**config.mk**
```make
export PLATFORM = sky130hd
export DESIGN_NAME = fifo_burst_reader
export DESIGN_NICKNAME = d
export VERILOG_FILES = /design/src/rtl/fifo_burst_reader.sv
export SDC_FILE = /design/constraint.sdc
export NUM_CORES = 1
export LEC_CHECK = 0
export ABC_AREA = 1
export CORE_MARGIN = 1.5
export CORE_UTILIZATION = 55
export DETAILED_ROUTE_END_ITERATION = 8
export PLACE_DENSITY = 0.79
export SLEW_MARGIN = 0
export SYNTH_ARGS = -nofsm -noshare
export SYNTH_HDL_FRONTEND = slang
export SYNTH_SLANG_ARGS = --single-unit
```
**constraint.sdc**
```tcl
create_clock -name clk -period 5.7 [get_ports clk]
set_input_delay 1.14 -clock clk [delete_from_list [all_inputs] [get_ports clk]]
set_output_delay 1.14 -clock clk [all_outputs]
set_load 0.005 [all_outputs]
```
**src/rtl/fifo_burst_reader.sv**
```systemverilog
// Drain stage for the synchronous FIFO: issues read enables, absorbs the
// one-cycle read latency in a 2-entry buffer and frames the words into
// valid/ready packets of BURST words, or single-word packets on timeout.
module fifo_burst_reader #(
  parameter int unsigned WORD_WIDTH = 8,
  parameter int unsigned BURST      = 16,
  parameter int unsigned TIMEOUT    = 255
) (
  input  logic                  clk,
  input  logic                  reset,
  output logic                  o_fifo_r_en,
  input  logic [WORD_WIDTH-1:0] i_fifo_r_data,
  input  logic                  i_fifo_empty,
  input  logic                  i_fifo_aempty,
  output logic [WORD_WIDTH-1:0] o_m_data,
  output logic                  o_m_valid,
  input  logic                  i_m_ready,
  output logic                  o_m_last,
  output logic                  o_busy
);

  localparam int unsigned TimerW = $clog2(TIMEOUT + 1);
  localparam int unsigned CntW   = $clog2(BURST + 1);
  localparam logic [TimerW-1:0] TimerMax   = TimerW'(TIMEOUT);
  localparam logic [CntW-1:0]   BurstLimit = CntW'(BURST);

  typedef enum logic [1:0] {StIdle, StBurst, StFlush} state_e;

  state_e                          state_q, state_d;
  logic [TimerW-1:0]               timer_q, timer_d;
  logic [CntW-1:0]                 issued_q, issued_d;
  logic [1:0][WORD_WIDTH-1:0]      buf_data_q, buf_data_d;
  logic [1:0]                      buf_last_q, buf_last_d;
  logic [1:0]                      occ_q, occ_d;
  logic                            inflight_q, inflight_last_q;

  logic [CntW-1:0] limit;
  logic            pop;
  logic [2:0]      occ_net;
  logic            rd_en;
  logic            last_now;
  logic [1:0]      wr_pos;

  // Read issue: only when the buffer is guaranteed room for the returning word.
  always_comb begin
    limit    = (state_q == StFlush) ? CntW'(1) : BurstLimit;
    pop      = o_m_valid && i_m_ready;
    occ_net  = {1'b0, occ_q} + {2'b00, inflight_q} - {2'b00, pop};
    rd_en    = (state_q != StIdle) && !i_fifo_empty && (issued_q < limit) && (occ_net < 3'd2);
    last_now = (issued_q == limit - CntW'(1));
  end

  assign o_fifo_r_en = rd_en;

  // Next-state logic: idle timer, burst/flush entry, and return after the final read.
  always_comb begin
    state_d  = state_q;
    timer_d  = timer_q;
    issued_d = issued_q;
    case (state_q)
      StIdle: begin
        if (i_fifo_empty) begin
          timer_d = '0;
        end else if (i_fifo_aempty && (timer_q != TimerMax)) begin
          timer_d = timer_q + TimerW'(1);
        end
        // Burst wins over flush when both conditions hold.
        if (!i_fifo_aempty) begin
          state_d  = StBurst;
          issued_d = '0;
          timer_d  = '0;
        end else if ((timer_q == TimerMax) && !i_fifo_empty) begin
          state_d  = StFlush;
          issued_d = '0;
          timer_d  = '0;
        end
      end
      StBurst, StFlush: begin
        if (rd_en) begin
          issued_d = issued_q + CntW'(1);
          if (last_now) state_d = StIdle;
        end
      end
      default: state_d = StIdle;
    endcase
  end

  // Output buffer: entry 0 is the head; pop shifts, returning data lands at the tail.
  always_comb begin
    buf_data_d = buf_data_q;
    buf_last_d = buf_last_q;
    wr_pos     = occ_q - {1'b0, pop};
    if (pop) begin
      buf_data_d[0] = buf_data_q[1];
      buf_last_d[0] = buf_last_q[1];
    end
    if (inflight_q) begin
      buf_data_d[wr_pos[0]] = i_fifo_r_data;
      buf_last_d[wr_pos[0]] = inflight_last_q;
    end
    occ_d = occ_net[1:0];
  end

  // State registers; a word still in flight at reset is discarded.
  always_ff @(posedge clk) begin
    if (reset) begin
      state_q         <= StIdle;
      timer_q         <= '0;
      issued_q        <= '0;
      buf_data_q      <= '0;
      buf_last_q      <= '0;
      occ_q           <= '0;
      inflight_q      <= 1'b0;
      inflight_last_q <= 1'b0;
    end else begin
      state_q         <= state_d;
      timer_q         <= timer_d;
      issued_q        <= issued_d;
      buf_data_q      <= buf_data_d;
      buf_last_q      <= buf_last_d;
      occ_q           <= occ_d;
      inflight_q      <= rd_en;
      inflight_last_q <= rd_en && last_now;
    end
  end

  // Stream outputs straight from the buffer head.
  always_comb begin
    o_m_valid = (occ_q != 2'd0);
    o_m_data  = buf_data_q[0];
    o_m_last  = buf_last_q[0];
    o_busy    = (state_q != StIdle) || (occ_q != 2'd0) || inflight_q;
  end

endmodule

```
# Yosys cells after proc, flatten, opt, wreduce, memory -nomap -nowiden
# Cells that the tools add are included.
[word_totals] output_inout_bits=12 reg_bits=37 elab_cells=72
[classes] n_reduce_logical=19 eq_ne=9 n_addsub=6 n_lt_le_gt_ge=4 muxes=24
[ops] op="two-way mux 8 bit" count=7
[ops] op="two-way mux 5 bit" count=4
[ops] op="bitwise mux 16 bit" count=1
[ops] op="case mux 5 bit (2 select lines)" count=1
[ops] op="adder 8 x 1 -> 8 bit, second input constant" count=1
[ops] op="demux 8 bit (select 1 bit)" count=1
[ops] op="equality test 8 bit, second input constant" count=1
[ops] op="logical AND 1 bit" count=8
[ops] op="two-way mux 2 bit" count=4
[ops] op="!= test 8 bit, second input constant" count=1
[ops] op="AND reduction 3 bit" count=2
[ops] op="nonzero test 2 bit" count=3
[ops] op="adder 5 x 1 -> 5 bit, second input constant" count=1
[ops] op="equality test 5 bit" count=1
[ops] op="< comparator 5 bit" count=1
[ops] op="subtractor 5 x 1 -> 5 bit, second input constant" count=1
[ops] op="!= test 2 bit, second input constant" count=2
[ops] op="!= test 4 x 2 -> 1 bit, second input constant" count=1
[ops] op="case mux 2 bit (2 select lines)" count=1
[ops] op="adder 2 x 1 -> 3 bit" count=1
[ops] op="< comparator 3 x 2 -> 1 bit, second input constant" count=1
[ops] op="two-way mux 1 bit" count=3
[ops] op="!= test 3 bit, second input constant" count=1
[ops] op="subtractor 3 x 1 -> 3 bit" count=1
[ops] op="12 further kinds" count=13

# Longest topological paths before layout
# Gate-level depths: netlist of the first run.
[depth] word_depth=9 depth_mapped=18 depth_no_buf=17

# Least setup slack after synthesis of the first run
# Ideal clock, no wire load.
[synth_path] path_type="input to output" from="in i_m_ready" to="out o_fifo_r_en" t_arrival_ps=2743 slack_ps=1817 stages=13 path_buffers=1 path_cell_list="inv_1 -> nor2_8 -> inv_2 -> buf_2 -> nand2_1 -> nand2_1 -> ha_1 -> fa_1 -> nor2_1 -> nand2_1 -> nor2_1 -> nand2_1 -> inv_1"
[synth_via] elab_chain_cells=4
[synth_rtl] item="start, declared" line_no="17" rtl="input logic i_m_ready,"
[synth_rtl] item="logical AND 1 bit" line_no="47" rtl="pop = o_m_valid && i_m_ready;"
[synth_rtl] item="subtractor 3 x 1 -> 3 bit" line_no="48" rtl="occ_net = {1'b0, occ_q} + {2'b00, inflight_q} - {2'b00, pop};"
[synth_rtl] item="via occ_net[1]" line_no="39" rtl="logic [2:0] occ_net;"
[synth_rtl] item="< comparator 3 x 2 -> 1 bit" line_no="49" rtl="rd_en = (state_q != StIdle) && !i_fifo_empty && (issued_q < limit) && (occ_net < 3'd2);"
[synth_rtl] item="logical AND 1 bit" line_no="49"
[synth_rtl] item="end, declared" line_no="11" rtl="output logic o_fifo_r_en,"
# The timed path passes the listed nets, and every way through them passes these cells.

# Final worst setup path of the first run
# Ends and elaborated chain as after synthesis.

==> results.tsv, run 1 <==
stage	metric	value	unit
floorplanning	core area	0.00339	mm²
setup_path	critical path class	in2out	
clock_network	CTS tree	built	
setup_path	critical-path maximum fanout	12	
sta	setup TNS after final layout	0	ns
cells_and_area	Nets	320	
sta	Final period util	87.1	%
power_and_ir_drop	Max IR drop VDD	0.000204	V
sta	Fmax	201	MHz
route	DRT iter0 DRCs	86	
sta	minimum clock period after layout	4.97	ns
cells_and_area	ANT cells	0	
global_routing	vias in the first global route	1538	
setup_path	reg2reg start	occ_q[0]	
floorplanning	num rows	21	
setup_path	CP required	4.56	ns
clock_network	cts bufs inserted	5	
yosys	Synth warnings	0	
cells_and_area	Synth-to-Final Area Change	14.3	%
power_and_ir_drop	Leak	1.01	nW
placement	I/O Buffers	24	
clock_network	postcts setup bufs	0	
sta	max-slew violation count	0	
setup_path	most used cell, CP	nand2_1	
power_and_ir_drop	PwrDens	418	mW/mm²
sta	final hold vios	0	
floorplanning	Die H	63.0	µm
cells_and_area	most common cell after layout, fill and taps aside	nand2_1	
sta	Slew headroom	56.1	%
sta	Finish-stage setup viols	0	
setup_path	CP cell instances	clkdlybuf4s50_1 > inv_1 > nor2_8 > inv_2 > nand2_1 > nand2_1 > ha_1 > fa_1 > nor2_1 > nand2_1 > nor2_1 > nand2_1 > inv_1 > clkdlybuf4s50_1	
yosys	distinct cell type count after synthesis	29	
route	Via Count	1749	
floorplanning	Die X	63.0	µm
setup_path	nature of the critical path endpoint	primary output	
setup_path	Worst Path Buf+Inv	5	
clock_network	Reg clk slew, reported paths	0.13	ns
setup_path	CP peak stage delay	0.50	ns
hold_path	worst min-delay path startpoint	buf_data_q[14]	
global_routing	initial antenna violation count	0	
setup_path	R2R Setup Slk	3.21	ns
hold_path	hold path depth	2	
clock_network	# hold bufs at CTS	0	
setup_path	critical path startpoint category	input port	
yosys	top_reg_cell synth	dfxtp_1	
cells_and_area	# fillers	303	
clock_network	Resize count post-CTS	0	
placement	pre-CTS WS	0.735	ns
global_routing	Global Route Usage Sum	21.6	%
clock_network	Clock Tree Buf Depth	2	
sta	worst-margin pin slew	0.658	ns
route	WL/cell	11.2	µm
sta	hold slack	0.456	ns
yosys	Mapped Avg Cell Area	7.02	µm²
sta	worst clock skew	0.0175	ns
cells_and_area	layout cells sized above 1	8.67	%
hold_path	worst hold path type	reg2reg	
cells_and_area	Layout Utilization	66.7	%
yosys	mapped cell area	0.00198	mm²
hold_path	hold endpoint	buf_data_q[14]	
floorplanning	Initial Utilization	58.4	%
setup_path	Slowest-stage cell, CP	clkdlybuf4s50_1	
global_routing	first-pass GRT wire length	6600	µm
yosys	Seq/Total Area, Yosys	37.4	%
yosys	synthesized net count	303	
placement	hpwl dp	2800	µm
setup_path	worst endpoint data arrival time	3.83	ns
setup_path	delay-heaviest family, CP	buffers and inverters	
yosys	Post-synth EDFFs	0	
yosys	ys async rst share	0	%
floorplanning	Die Footprint	0.00397	mm²
global_routing	largest net degree at the start of global routing	26	
placement	Placer Congestion	0.834	
route	via-per-instance ratio	5.05	
job	Max Cap Viol	0	
clock_network	clk_lat worst skew	0.36	ns
sta	unrepaired setup endpoints after global routing	no	
outcome	status	completed	
yosys	Mapped Cells	282	
setup_path	R2R depth	15	
route	antenna-violating nets left	0	
clock_network	clk root buf	clkbuf_4	
global_routing	grt total ovfl	0	
route	First-pass DRT Iterations	4	
setup_path	R2R Path End	state_q[0]	
sta	Setup WS post-layout	0.733	ns
route	DRC	0	
floorplanning	Top Ports	25	
clock_network	total clock sinks	37	
route	DRT Wirelength	3870	µm
cells_and_area	commonest cells after routing, fill and taps aside	nand2_1, nor2_1, dfxtp_1, inv_1, clkdlybuf4s50_1	
clock_network	Max H-tree Level	2	
yosys	synthesized flop and latch total	37	
-- worst max path at each step --
| stage | from | endpoint | slack [ns] | cells after the start |
|---|---|---|---|---|
| after global placement | i_m_ready | o_fifo_r_en | 0.78 | 14 |
| after detailed placement | i_m_ready | o_fifo_r_en | 0.74 | 14 |
| after floorplan | i_m_ready | o_fifo_r_en | 1.82 | 13 |
| after global routing | i_m_ready | o_fifo_r_en | 0.55 | 14 |
| after CTS | i_m_ready | o_fifo_r_en | 0.72 | 14 |
| final | i_m_ready | o_fifo_r_en | 0.73 | 14 |
-- layout make-up --
cell class	count	area, µm²	share of cell area [%]
clock buffers	5	37.5	1.66
clock inverters	3	46.3	2.05
inverters	27	101	4.48
multi-input cells	204	1040	45.9
flip-flops and latches	37	741	32.7
well taps	46	57.6	2.54
repair buffers	24	240	10.6
-- power by group --
part	internal [mW]	switching, mW	leakage (nW)
sequential	0.298	0.0311	0.300
combinational	0.174	0.254	0.664
clock	0.0928	0.0945	0.0414
total	0.565	0.380	1.01
-- synthesized netlist by cell type, types with 2 or more instances --
cell | count | share of area, %
nand2_1 | 66 | 13
nor2_1 | 51 | 9.7
nand2_4 | 2 | 1.1
nand3_1 | 16 | 4.0
nor2_4 | 4 | 2.3
dfxtp_1 | 37 | 37
o21ai_0 | 12 | 3.0
inv_2 | 3 | 0.57
nand4_1 | 2 | 0.63
or2_2 | 2 | 0.63
clkbuf_1 | 3 | 0.57
inv_1 | 24 | 4.6
xor2_1 | 2 | 0.89
nand2_2 | 3 | 0.95
buf_4 | 8 | 3.0
a21oi_1 | 17 | 4.3
o21ai_1 | 11 | 2.8
buf_6 | 2 | 1.1
ha_1 | 7 | 4.4
-- cells by family (layout without fill, tap and decap cells) --
family / Yosys count / after routing / share of synthesized area, %
AOI/OAI and AO/OA: 45 / 45 / 12.5
xor gates and xnor gates: 2 / 2 / 0.885
adders and majority gates: 8 / 8 / 5.44
buffers and inverters: 41 / 59 / 10.1
DFF: 37 / 37 / 37.4
and+or+nand+nor: 149 / 149 / 33.6
-- per-stage QoR --
step           std cells  instance area [µm²]  power (mW)
5_1_grt              346                 2260        1.02
3_3_place_gp         338                 2180       0.752
6_report             346                 2260       0.945
4_1_cts              346                 2260       0.951
3_5_place_dp         338                 2180       0.764
2_1_floorplan        282                 1980       0.644
-- routing by layer --
metal / up-vias / share of wire (%) / track usage [%]
met5: - / 0 / 0
met4: 0 / 2.2 / 9.44
met3: 6 / 3.7 / 7.57
met2: 32 / 47 / 35.1
met1: 783 / 47 / 25.6
li1: 928 / - / -
-- registers in the layout (all words and copies together) (netlist names) --
name and flops:
inflight_last_q 1, o_m_data 8, timer_q 8, occ_q 2, issued_q 5, buf_data_q 8, state_q 2, buf_last_q 2
inflight_q 1
-- worst reg2reg max path, stage by stage (launching register included) --
cell,delay [ns]
dfxtp_1,0.42
nor2_4,0.09
nor2_8,0.16
inv_2,0.13
nand2_1,0.08
nand2_1,0.05
ha_1,0.18
fa_1,0.45
nor2_1,0.11
nand2_1,0.06
nor2_1,0.10
nand2_1,0.14
nand2_4,0.16
nand3_1,0.11
nand2_1,0.08
a21oi_1,0.05
(Power assumes the default switching activity.)
==> inputs of run 2 (changes only) <==
Settings changed: CAP_MARGIN set to 15, PLACE_DENSITY 0.79 to unset, PLACE_DENSITY_LB_ADDON set to 0.2.
==> run 2 against run 1 <==
Against the previous run:
- fmax down 0.13%
- routed wire length is 1.3% higher
- via count is 0.11% lower
- sequential share of layout area rose by 0.48 points
- core utilization fell by 0.96 points
- power shrank 5.3%
- combinational power hardly changed
- hold slack improved by 0.017 ns
- sequential power barely moved
- critical endpoint unchanged
==> results.tsv, run 2 (same netlist as run 1, synthesis figures left out) <==
stage	metric	value	unit	change
outcome	status	completed		unchanged
sta	setup TNS after final layout	0	ns	unchanged
cells_and_area	most common cell after layout, fill and taps aside	nand2_1		unchanged
sta	max-slew violation count	0		unchanged
power_and_ir_drop	Overall Power	0.895	mW	was 0.945 mW
route	antenna-violating nets left	0		unchanged
floorplanning	core area	0.00339	mm²	unchanged
clock_network	cts bufs inserted	5		unchanged
hold_path	hold endpoint	buf_data_q[14]		unchanged
cells_and_area	ANT cells	0		unchanged
route	First-pass DRT Iterations	4		unchanged
global_routing	largest net degree at the start of global routing	26		unchanged
placement	I/O Buffers	24		unchanged
global_routing	grt total ovfl	0		unchanged
cells_and_area	Layout Utilization	65.8	%	was 66.7%
clock_network	# hold bufs at CTS	0		unchanged
job	Max Cap Viol	0		unchanged
clock_network	Max H-tree Level	2		unchanged
global_routing	vias in the first global route	1629		was 1,538
setup_path	critical-path maximum fanout	12		unchanged
route	DRC	0		unchanged
floorplanning	Initial Utilization	58.4	%	unchanged
sta	Final period util	87.3	%	was 87.1%
clock_network	clk_lat worst skew	0.34	ns	was 0.36 ns
setup_path	Slowest-stage cell, CP	clkdlybuf4s50_1		unchanged
floorplanning	Die X	63.0	µm	unchanged
setup_path	CP required	4.56	ns	about the same
setup_path	worst endpoint data arrival time	3.83	ns	about the same
placement	cell area after placement	0.00218	mm²	unchanged
setup_path	reg2reg start	occ_q[0]		unchanged
floorplanning	Top Ports	25		unchanged
setup_path	CP cell instances	clkdlybuf4s50_1 > inv_1 > nor2_8 > inv_2 > nand2_1 > nand2_1 > ha_1 > fa_1 > nor2_1 > nand2_1 > nor2_1 > nand2_1 > inv_1 > clkdlybuf4s50_1		unchanged
setup_path	most used cell, CP	nand2_1		unchanged
setup_path	CP peak stage delay	0.50	ns	about the same
setup_path	critical path startpoint category	input port		unchanged
sta	Slew headroom	53.0	%	was 56.1%
cells_and_area	layout cells sized above 1	8.33	%	was 8.67%
route	WL/cell	11.3	µm	was 11.2 µm
clock_network	Resize count post-CTS	0		unchanged
clock_network	postcts setup bufs	0		unchanged
hold_path	worst min-delay path startpoint	buf_data_q[14]		unchanged
cells_and_area	commonest cells after routing, fill and taps aside	nand2_1, nor2_1, dfxtp_1, inv_1, clkdlybuf4s50_1		unchanged
placement	pre-CTS WS	0.743	ns	was 0.735 ns
sta	Fmax	201	MHz	about the same
setup_path	R2R depth	16		was 15
route	DRT Wirelength	3920	µm	was 3870 µm
setup_path	R2R Path End	issued_q[0]		was state_q[0]
sta	worst clock skew	0.00885	ns	was 0.0175 ns
floorplanning	Die H	63.0	µm	unchanged
setup_path	crit path from	i_m_ready		unchanged
route	via-per-instance ratio	5.05		about the same
cells_and_area	Nets	320		unchanged
clock_network	clk root buf	clkbuf_4		unchanged
setup_path	nature of the critical path endpoint	primary output		unchanged
power_and_ir_drop	PwrDens	401	mW/mm²	was 418 mW/mm²
route	DRT iter0 DRCs	106		was 86
cells_and_area	Synth-to-Final Area Change	12.6	%	was 14.3%
route	Via Count	1747		was 1,749
placement	hpwl dp	2760	µm	was 2800 µm
hold_path	hold path depth	2		unchanged
setup_path	critical path class	in2out		unchanged
clock_network	total clock sinks	37		unchanged
global_routing	Global Route Usage Sum	21.2	%	was 21.6%
placement	Placer Congestion	0.861		was 0.834
hold_path	worst hold path type	reg2reg		unchanged
power_and_ir_drop	Max IR drop VDD	0.000295	V	was 0.000204 V
clock_network	Clock Tree Buf Depth	2		unchanged
sta	Setup WS post-layout	0.726	ns	was 0.733 ns
floorplanning	num rows	21		unchanged
clock_network	CTS tree	built		unchanged
sta	unrepaired setup endpoints after global routing	no		unchanged
floorplanning	Die Footprint	0.00397	mm²	unchanged
sta	final hold vios	0		unchanged
cells_and_area	fin area	0.00223	mm²	was 0.00226 mm²
sta	minimum clock period after layout	4.97	ns	about the same
clock_network	Reg clk slew, reported paths	0.11	ns	was 0.13 ns
global_routing	initial antenna violation count	0		unchanged
sta	Finish-stage setup viols	0		unchanged
sta	worst-margin pin slew	0.704	ns	was 0.658 ns
power_and_ir_drop	Leak	0.996	nW	was 1.01 nW
setup_path	R2R Setup Slk	3.22	ns	was 3.21 ns
global_routing	first-pass GRT wire length	6820	µm	was 6600 µm
## run 2: metrics by stage
step | instances | hold slack, ns
detailed placement | 338 | 0.459
global placement | 338 | 0.448
finish | 346 | 0.473
CTS | 346 | 0.476
global route | 346 | 0.499
floorplan | 282 | 0.424
## run 2: final cells by class
| class | count | area [µm²] |
|---|---|---|
| clock buffer | 6 | 41.3 |
| clock inverter | 2 | 10.0 |
| fill | 301 | 1160 |
| inverter | 27 | 101 |
| multi-input combinational | 204 | 1040 |
| sequential | 37 | 741 |
| tap | 46 | 57.6 |
| timing repair buffer | 24 | 240 |
## run 2: where the power goes
group          internal, mW  total [mW]  switching (mW)
sequential            0.298       0.330          0.0322
combinational         0.175       0.426           0.251
clock                0.0471       0.139          0.0917
total                 0.520       0.895           0.375
## run 2: critical path, delay by kind of cell
| kind | cells | cell delay, ns |
|---|---|---|
| fa+ha+maj | 2 | 0.65 |
| buf+inv | 5 | 1.34 |
| simple gates | 7 | 0.70 |
## run 2: worst max path at each step
stage | to | slack (ns) | cells after the start
5_1_grt | o_fifo_r_en | 0.56 | 14
3_3_place_gp | o_fifo_r_en | 0.76 | 14
6_report | o_fifo_r_en | 0.73 | 14
4_1_cts | o_fifo_r_en | 0.71 | 14
3_5_place_dp | o_fifo_r_en | 0.74 | 14
2_1_floorplan | o_fifo_r_en | 1.82 | 13
## run 2: metal layers
metal  vias up  track usage (%)  routed length, µm
met5         -                0                  0
met4         0             5.56                 40
met3         7             5.23                147
met2        33             36.6               1840
met1       787             26.1               1900
li1        920                -                  -
